==> config.mk <==
export PLATFORM = sky130hd
export DESIGN_NAME = bcd_time_to_ticks
export DESIGN_NICKNAME = d
export VERILOG_FILES = /design/src/rtl/time_pkg.sv /design/src/rtl/bcd_digit_mac.sv /design/src/rtl/bcd_time_to_ticks.sv
export SDC_FILE = /design/constraint.sdc
export NUM_CORES = 1
export LEC_CHECK = 0
export BUFFER_PORTS_ARGS = -buffer_cell sky130_fd_sc_hd__buf_2
export CAP_MARGIN = 30
export CELL_PAD_IN_SITES_DETAIL_PLACEMENT = 0
export CELL_PAD_IN_SITES_GLOBAL_PLACEMENT = 1
export CORE_UTILIZATION = 38
export CTS_BUF_LIST = sky130_fd_sc_hd__clkbuf_16
export DETAILED_ROUTE_END_ITERATION = 7
export PLACE_DENSITY_LB_ADDON = 0.1
export SLEW_MARGIN = 20
export SYNTH_ARGS = -nofsm -noshare
export SYNTH_HDL_FRONTEND = slang
export SYNTH_SLANG_ARGS = --single-unit
==> constraint.sdc <==
create_clock -name clk -period 5.4 [get_ports clk]
set_input_delay 1.35 -clock clk [delete_from_list [all_inputs] [get_ports clk]]
set_output_delay 1.35 -clock clk [all_outputs]
set_load 0.01 [all_outputs]
==> src/rtl/time_pkg.sv <==
// Shared definitions for the BCD time word (mm:ss.mmm) and the BCD-to-ticks converter.
package time_pkg;

  localparam int TIME_W  = 32;
  localparam int FIELD_W = 28;

  localparam int MS_LSB  = 0;
  localparam int MS_W    = 12;
  localparam int SEC_LSB = 12;
  localparam int SEC_W   = 8;
  localparam int MIN_LSB = 20;
  localparam int MIN_W   = 8;

  localparam int TICKS_PER_MS    = 100000;
  localparam int OUT_W_DEF       = 39;
  localparam int TICK_DIGITS_DEF = 5;

  localparam logic [OUT_W_DEF-1:0] SAT_TICKS = '1;

  typedef enum logic [1:0] {
    ST_IDLE = 2'd0,
    ST_RUN  = 2'd1,
    ST_ERR  = 2'd2
  } conv_state_e;

  function automatic logic bcd_digit_ok(input logic [3:0] d);
    return d <= 4'd9;
  endfunction

  // Seconds tens digit is limited to 0..5; every other digit to 0..9.
  function automatic logic time_word_valid(input logic [FIELD_W-1:0] t);
    logic ok;
    ok = bcd_digit_ok(t[MIN_LSB+4 +: 4]) &&
         bcd_digit_ok(t[MIN_LSB   +: 4]) &&
         (t[SEC_LSB+4 +: 4] <= 4'd5)    &&
         bcd_digit_ok(t[SEC_LSB   +: 4]) &&
         bcd_digit_ok(t[MS_LSB+8  +: 4]) &&
         bcd_digit_ok(t[MS_LSB+4  +: 4]) &&
         bcd_digit_ok(t[MS_LSB    +: 4]);
    return ok;
  endfunction

endpackage

==> src/rtl/bcd_digit_mac.sv <==
// Combinational multiply-accumulate step: acc * (6 or 10) + digit using shifts and adds only.
module bcd_digit_mac #(
  parameter int ACC_W = 40
) (
  input  logic [ACC_W-1:0] acc_in,
  input  logic [3:0]       digit,
  input  logic             mul6,
  output logic [ACC_W-1:0] acc_out
);

  logic [ACC_W-1:0] times2;
  logic [ACC_W-1:0] scaled;

  always_comb begin
    times2  = acc_in << 1;
    scaled  = mul6 ? ((acc_in << 2) + times2) : ((acc_in << 3) + times2);
    acc_out = scaled + ACC_W'(digit);
  end

endmodule

==> src/rtl/bcd_time_to_ticks.sv <==
// Converts a packed BCD time mm:ss.mmm into a count of 10 ns ticks, one digit per clock,
// with input validation and saturation on overflow of the output width.
module bcd_time_to_ticks
  import time_pkg::*;
#(
  parameter int OUT_W       = OUT_W_DEF,
  parameter int TICK_DIGITS = TICK_DIGITS_DEF
) (
  input  logic              clk,
  input  logic              rst_n,
  input  logic              start,
  input  logic [TIME_W-1:0] time_bcd,
  output logic              busy,
  output logic              done,
  output logic [OUT_W-1:0]  ticks_out,
  output logic              err,
  output logic              ovf
);

  localparam int ACC_W   = OUT_W + 1;
  localparam int N_STEPS = 7 + TICK_DIGITS;
  localparam int STEP_W  = $clog2(N_STEPS);
  localparam logic [STEP_W-1:0] LAST_STEP = STEP_W'(N_STEPS - 1);

  conv_state_e        state_q, state_d;
  logic [FIELD_W-1:0] time_q, time_d;
  logic [ACC_W-1:0]   acc_q, acc_d;
  logic [STEP_W-1:0]  step_q, step_d;
  logic               busy_q, busy_d;
  logic               done_q, done_d;
  logic [OUT_W-1:0]   ticks_q, ticks_d;
  logic               err_q, err_d;
  logic               ovf_q, ovf_d;

  logic [3:0]       digit;
  logic             mul6;
  logic [ACC_W-1:0] mac_out;
  logic             unused_top_nibble;

  assign unused_top_nibble = ^time_bcd[TIME_W-1:FIELD_W];

  // Digit feeding each step; the trailing steps append zeros to scale ms to ticks.
  always_comb begin
    digit = 4'd0;
    mul6  = 1'b0;
    case (step_q)
      STEP_W'(0): digit = time_q[MIN_LSB+4 +: 4];
      STEP_W'(1): digit = time_q[MIN_LSB   +: 4];
      STEP_W'(2): begin
        digit = time_q[SEC_LSB+4 +: 4];
        mul6  = 1'b1;
      end
      STEP_W'(3): digit = time_q[SEC_LSB   +: 4];
      STEP_W'(4): digit = time_q[MS_LSB+8  +: 4];
      STEP_W'(5): digit = time_q[MS_LSB+4  +: 4];
      STEP_W'(6): digit = time_q[MS_LSB    +: 4];
      default:    digit = 4'd0;
    endcase
  end

  bcd_digit_mac #(
    .ACC_W (ACC_W)
  ) u_mac (
    .acc_in  (acc_q),
    .digit   (digit),
    .mul6    (mul6),
    .acc_out (mac_out)
  );

  always_comb begin
    state_d = state_q;
    time_d  = time_q;
    acc_d   = acc_q;
    step_d  = step_q;
    busy_d  = busy_q;
    done_d  = 1'b0;
    ticks_d = ticks_q;
    err_d   = err_q;
    ovf_d   = ovf_q;

    case (state_q)
      ST_IDLE: begin
        if (start) begin
          time_d = time_bcd[FIELD_W-1:0];
          acc_d  = '0;
          step_d = '0;
          err_d  = 1'b0;
          ovf_d  = 1'b0;
          if (time_word_valid(time_bcd[FIELD_W-1:0])) begin
            state_d = ST_RUN;
            busy_d  = 1'b1;
          end else begin
            state_d = ST_ERR;
          end
        end
      end

      // Invalid input still answers one cycle later so callers see a uniform handshake.
      ST_ERR: begin
        state_d = ST_IDLE;
        done_d  = 1'b1;
        err_d   = 1'b1;
        ovf_d   = 1'b0;
        ticks_d = '0;
      end

      ST_RUN: begin
        acc_d = mac_out;
        if (step_q == LAST_STEP) begin
          state_d = ST_IDLE;
          busy_d  = 1'b0;
          done_d  = 1'b1;
          step_d  = '0;
          err_d   = 1'b0;
          if (mac_out[OUT_W]) begin
            ticks_d = '1;
            ovf_d   = 1'b1;
          end else begin
            ticks_d = mac_out[OUT_W-1:0];
            ovf_d   = 1'b0;
          end
        end else begin
          step_d = step_q + STEP_W'(1);
        end
      end

      default: begin
        state_d = ST_IDLE;
        busy_d  = 1'b0;
      end
    endcase
  end

  always_ff @(posedge clk or negedge rst_n) begin
    if (!rst_n) begin
      state_q <= ST_IDLE;
      time_q  <= '0;
      acc_q   <= '0;
      step_q  <= '0;
      busy_q  <= 1'b0;
      done_q  <= 1'b0;
      ticks_q <= '0;
      err_q   <= 1'b0;
      ovf_q   <= 1'b0;
    end else begin
      state_q <= state_d;
      time_q  <= time_d;
      acc_q   <= acc_d;
      step_q  <= step_d;
      busy_q  <= busy_d;
      done_q  <= done_d;
      ticks_q <= ticks_d;
      err_q   <= err_d;
      ovf_q   <= ovf_d;
    end
  end

  assign busy      = busy_q;
  assign done      = done_q;
  assign ticks_out = ticks_q;
  assign err       = err_q;
  assign ovf       = ovf_q;

endmodule

### Yosys cells after proc, flatten, opt, wreduce, memory -nomap -nowiden

Cells that the tools add are included.

| storage, ports and cells | value |
|---|---|
| flip-flop bits (word level) | 116 |
| input bits | 35 |
| logic and storage cells | 76 |

| operators by class | value |
|---|---|
| $add $sub $neg | 4 |
| order comparisons | 7 |
| equality and inequality tests | 12 |
| mux-type cells | 26 |
| bitwise logic cells | 1 |
| reduce and logical (&&, ||, !) cells | 17 |

Operator list:

| cell | count |
|---|---|
| 39-bit case mux with 2 select lines | 2 |
| 39-bit two-way mux | 3 |
| 40-bit adder | 2 |
| 40-bit by 4-bit adder with 40-bit output | 1 |
| 40-bit two-way mux | 1 |
| 4-bit case mux with 7 select lines | 1 |
| 4-bit less-or-equal comparator (second input constant) | 6 |
| 4-bit by 3-bit equality test with 1-bit output (second input constant) | 3 |
| 1-bit case mux with 3 select lines | 3 |
| 4-bit by 2-bit equality test with 1-bit output (second input constant) | 2 |
| 1-bit two-way mux | 8 |
| 4-bit two-way mux | 2 |
| 4-bit case mux with 2 select lines | 1 |
| 2-bit AND reduction | 4 |
| 1-bit logical AND | 6 |
| 2-bit two-way mux | 3 |
| 2-bit != test (second input constant) | 3 |
| 4-bit by 1-bit adder with 4-bit output (second input constant) | 1 |
| 4-bit by 1-bit equality test with 1-bit output (second input constant) | 1 |
| 4-bit equality test (second input constant) | 1 |
| 4-bit by 3-bit less-or-equal comparator with 1-bit output (second input constant) | 1 |
| 4-bit logical NOT | 1 |
| 2-bit case mux with 2 select lines | 1 |
| 4-bit AND reduction | 1 |
| 8 further kinds | 9 |

### Depth between registers and ports, before layout

| depth | value |
|---|---|
| depth after elaboration | 10 |
| depth in mapped cells | 26 |
| depth with buffers taken out | 20 |

### By module

A second synthesis with hierarchy kept.

| unflattened totals | value |
|---|---|
| cell total of the unflattened synthesis | 1,261 |
| area total of the unflattened synthesis | 10,576.4 µm² |

By module, submodules not included:

| module | times used | cells each | area an instance (µm²) | seq. area each (µm²) |
|---|---|---|---|---|
| bcd_digit_mac | 1 | 841 | 5,721.7 | 0.0 |
| bcd_time_to_ticks | 1 | 420 | 4,854.7 | 2,927.8 |

### Worst setup path after synthesis

OpenSTA, ideal clock, no wires.

| timing | value |
|---|---|
| path type | reg2reg |
| start | register step_q[0] |
| end | register ticks_q[1], in the netlist ticks_out[1] |
| setup time | 140 ps |
| data arrival time | 5,627 ps |
| setup slack | -367 ps |
| stages on the path, launching flop included | 27 |
| path buffers | 8 |
| clock period less this slack | 5,767 ps |
| cell sequence | dfrtp_1 -> inv_1 -> ha_1 -> buf_4 -> nor3b_4 -> buf_2 -> buf_2 -> buf_1 -> clkbuf_1 -> buf_1 -> a22o_1 -> ha_1 -> inv_1 -> fa_1 -> inv_1 -> a21oi_1 -> nor2_1 -> nand4_1 -> nor3_1 -> nand2b_1 -> clkbuf_1 -> or4_4 -> or3_4 -> o31a_1 -> o21ai_2 -> buf_6 -> a31oi_1 |

| between the ends | value |
|---|---|
| word-level cells in the longest chain between the ends | 7 |
| elaborated cells on any way between the ends | 17 |
| classes of those cells | 1 x add/sub; 8 x eq/ne; 6 x mux; 2 x reduce/logical |

RTL lines:

| item | RTL line | RTL |
|---|---|---|
| start, declared | bcd_time_to_ticks.sv:28 | `logic [STEP_W-1:0] step_q, step_d;` |
| start signal, assigned | bcd_time_to_ticks.sv:149 | `step_q <= step_d;` |
| 4-bit by 2-bit equality test with 1-bit output | bcd_time_to_ticks.sv:46 | `case (step_q)` |
| 1-bit two-way mux | bcd_time_to_ticks.sv:46 |  |
| 40-bit two-way mux | bcd_digit_mac.sv:16 | `scaled = mul6 ? ((acc_in << 2) + times2) : ((acc_in << 3) + times2);` |
| 40-bit by 4-bit adder with 40-bit output | bcd_digit_mac.sv:17 | `acc_out = scaled + ACC_W'(digit);` |
| 39-bit two-way mux | bcd_time_to_ticks.sv:115 | `if (mac_out[OUT_W]) begin` |
| 39-bit two-way mux | bcd_time_to_ticks.sv:109 | `if (step_q == LAST_STEP) begin` |
| 39-bit case mux with 2 select lines | bcd_time_to_ticks.sv:81 | `case (state_q)` |
| end signal, assigned | bcd_time_to_ticks.sv:152 | `ticks_q <= ticks_d;` |
| end, declared | bcd_time_to_ticks.sv:31 | `logic [OUT_W-1:0] ticks_q, ticks_d;` |

Several ways; a longest one is shown, not always the timed one. The select of a mux whose other input is x is not followed.
A chain may end at the register's enable or synchronous reset.

### Final worst setup path

| timing | value |
|---|---|
| start | register acc_q[1] |
| end | register ticks_q[18], in the netlist ticks_out[18] |

| between the ends | value |
|---|---|
| word-level cells in the longest chain between the ends | 6 |
| elaborated cells on any way between the ends | 7 |
| classes of those cells | 3 x add/sub; 4 x mux |

RTL lines:

| item | RTL line | RTL |
|---|---|---|
| start, declared | bcd_time_to_ticks.sv:27 | `logic [ACC_W-1:0] acc_q, acc_d;` |
| start signal, assigned | bcd_time_to_ticks.sv:138 | `acc_q <= '0;` |
| start signal, assigned | bcd_time_to_ticks.sv:148 | `acc_q <= acc_d;` |
| 40-bit adder | bcd_digit_mac.sv:16 |  |
| 40-bit two-way mux (*) | bcd_digit_mac.sv:16 |  |
| 40-bit by 4-bit adder with 40-bit output (*) | bcd_digit_mac.sv:17 |  |
| 39-bit two-way mux (*) | bcd_time_to_ticks.sv:115 |  |
| 39-bit two-way mux (*) | bcd_time_to_ticks.sv:109 |  |
| 39-bit case mux with 2 select lines (*) | bcd_time_to_ticks.sv:81 |  |

Every way passes the cells marked *; elsewhere a longest branch is shown, timed or not. The select of a mux whose other input is x is not followed.

==> impl_metrics.yaml <==
outcome:
  outcome: "completed"
power_and_ir_drop:
  powerDensity_mw_per_mm2: 220.4
  finalPower_mw: 2.706
  peakVddDrop_mv: 0.2606
  p_leak_nw: 5.333
clock_network:
  postCtsSetupBuffers: 0
  clockRootBuffer: "clkbuf_16"
  cts_resized: 0
  worstSkewPairLatency_ps: 420
  clockBufferDepth: 2
  cts_sinks: 116
  tritoncts: "done"
  numCtsBuffers: 17
  cts-htree-levels: 4
  cts_hold_buf: 0
  clk_pin_slew_ps: 60
final_layout:
  area_delta_synth_final_pct: 11.27
  instances_no_fill: 1801
  fin_area_mm2: 0.01228
  num_antenna_cells: 0
  nNetsFinal: 1526
  drive_gt1_share_pct: 13.62
  final_util_pct: 42.90
sta:
  worst_pin_slew_ps: 875.6
  fin_crit_sh_pct: 94.80
  slew_headroom_pct: 41.41
  setup_tns_ps: 0
  setup_violations: 0
  rsz0062_at_grt: "no"
  hold_violations: 0
  max_freq_ghz: 0.1953
  slew_viol_final: 0
  period_minus_slack_ps: 5119
  finClkSkew_ps: 12.43
global_route:
  grt_pass1_vias: 10090
  grt_overflow: 0
  grt_pass1_wl_um: 55480
  antenna_found_initial: 0
  globalRouteTotalUtil_pct: 24.22
  grt_max_degree: 78
logic_synthesis:
  synth-main-ff-cell: "dfrtp_1"
  synth_edf_count: 0
  async_reset_ff_share_pct: 100.0
  ys_seq_area_share_pct: 26.30
  ys_warn_count: 0
  netlist.area_leader.share_pct: 26.30
  synth_common_cells: "163 x nand2_1, 116 x dfrtp_1, 110 x nor2_1"
  synth.distinct_cells: 86
  synth_top_area_cell: "dfrtp_1"
  yosysMostFrequentCell: "nand2_1"
  synth_area_mm2: 0.01104
  synth_nets: 1494
  synthTopCellsByArea: "dfrtp_1 26%, ha_1 9.5%, nand2_1 5.5%"
  syn_area_per_cell_um2: 8.044
  syn_inst: 1372
  ys_seq_elements: 116
routing:
  drt-total-wl_um: 35260
  vias: 10580
  drt-pass1-iter-count: 5
  drt_iter0_drc: 707
  ant_nets: 0
  wire_per_inst_um: 19.58
  viasPerCell: 5.875
  drc: 0
die:
  die_area_mm2: 0.02973
  core_mm2: 0.02863
  initial_core_util_pct: 38.56
  io_pins: 78
  die_h_um: 172.4
  dieWidth_um: 172.4
  row_count: 62
setup_path:
  crit_chain: "ha_1, fa_1, a211oi_1, o21a_1, o32a_1, nand2_1, xor2_1, o221ai_1, nor4b_2, nand4b_1, buf_4, or3_4, o31a_1, o21ai_4, buf_12, a31oi_1"
  cp_slowest_cell: "nor4b_2"
  worstSetupEndpointType: "flip-flop"
  crit_start: "acc_q[1]"
  worstPathArrival_ps: 5370
  start_kind: "flip-flop"
  r2r_end: "ticks_out[18]"
  worstSetupPathType: "flip-flop to flip-flop"
  reg2reg_depth: 16
  critical_path_required_ps: 5650
  cp-endpoint: "ticks_out[18]"
  path_max_fanout: 40
  rrSetupSlack_ps: 280
  critPathMaxStageDelay_ps: 510
  regToRegStartpoint: "acc_q[1]"
placement:
  place_congestion: 0.9004
  dpl_cell_area_mm2: 0.01173
  io_buffers: 73
  dpl.cell_count: 1769
  dp_hpwl_um: 27640
worst_hold_path:
  hold_class: "flip-flop to flip-flop"
flow_run:
  max_cap_viol_count: 0
==> metal layers <==
layer  GRT usage [%]  wire [um]  vias to the layer above
li1                -          -                     5206
met5               0          0                        -
met4           6.656        622                        0
met2           37.38      15450                      240
met3           3.731       1645                       35
met1           34.73      17550                     5099
==> logic make-up (layout without fill, tap and decap cells) <==
logic type               after synthesis  after routing  share of synthesized area (%)
AND/OR/NAND/NOR                      485            485                          21.78
multiplexers                          55             55                          5.396
AO/OA/AOI/OAI                        444            444                          26.58
buffers and inverters                119            164                          4.637
flip-flops                           116            116                          26.30
adder cells (fa/ha/maj)               87             87                          10.07
XOR/XNOR                              66             66                          5.238
==> power breakdown <==
part           switching [mW]  internal [mW]
Sequential             0.0911           1.03
Combinational           0.311          0.229
Clock                   0.417          0.625
==> registers in the layout, summed over array words and instances, names as in the netlist <==
register,flops
acc_q,39
ticks_out,39
time_q,28
step_q,4
state_q,2
busy,1
done,1
err,1
ovf,1
==> per-stage QoR <==
step / setup WS [ps] / hold WS, ps
2_1_floorplan: 26.12 / 473.7
3_3_place_gp: 339.3 / 485.3
3_5_place_dp: 293.9 / 493.1
4_1_cts: 273.2 / 507.7
5_1_grt: 28.46 / 523.9
6_report: 280.7 / 504.4
==> worst max-delay path: cells and delay by family (launching register included) <==
kind / cells / cell delay (ps)
AOI/OAI and AO/OA: 7 / 1930
xor gates and xnor gates: 1 / 270
adders and majority gates: 2 / 690
buffers and inverters: 2 / 410
DFF: 1 / 470
and+or+nand+nor: 4 / 1170
==> final cells by class <==
cell class | instances | area (um^2)
tap | 384 | 480.5
clock buffer | 17 | 425.4
sequential | 116 | 2903
clock inverter | 15 | 118.9
multi-input combinational | 1137 | 7657
inverter | 34 | 127.6
timing repair buffer | 98 | 568.0
fill | 2937 | 16340
==> how the worst min path moves through the flow <==
stage                           from         end  slack [ps]  cells past startpoint
after floorplan           time_q[11]  time_q[11]         470                      1
final                     time_q[21]  time_q[21]         500                      1
after CTS                 time_q[21]  time_q[21]         510                      1
after global placement    time_q[27]  time_q[27]         490                      1
after global routing       time_q[6]   time_q[6]         520                      1
after detailed placement   time_q[6]   time_q[6]         490                      1
==> cell usage in the layout, fill, tap and decap left out, types with 8 or more instances in the layout <==
master     Yosys  layout
nand2_1      163     163
dfrtp_1      116     116
nor2_1       110     110
o21ai_0       99      99
a21oi_1       96      96
ha_1          84      82
buf_2         13      72
a31oi_1       47      47
nor3_1        39      39
inv_1         34      36
mux2_2        36      36
xnor2_1       34      34
xor2_1        32      32
nand4_1       31      31
nand3_1       29      29
a21o_1        26      26
buf_4          4      25
o21a_1        21      21
a211oi_1      20      20
mux2i_1       19      19
clkbuf_16      0      17
or3_1         16      16
and3_1        14      14
o211ai_1      13      13
o31ai_1       12      12
nor4_1        12      12
a211o_1       10      10
and2_1         9       9
a22oi_1        8       8
a311oi_1       8       8
Note: power is estimated with default switching activity, not from simulation.
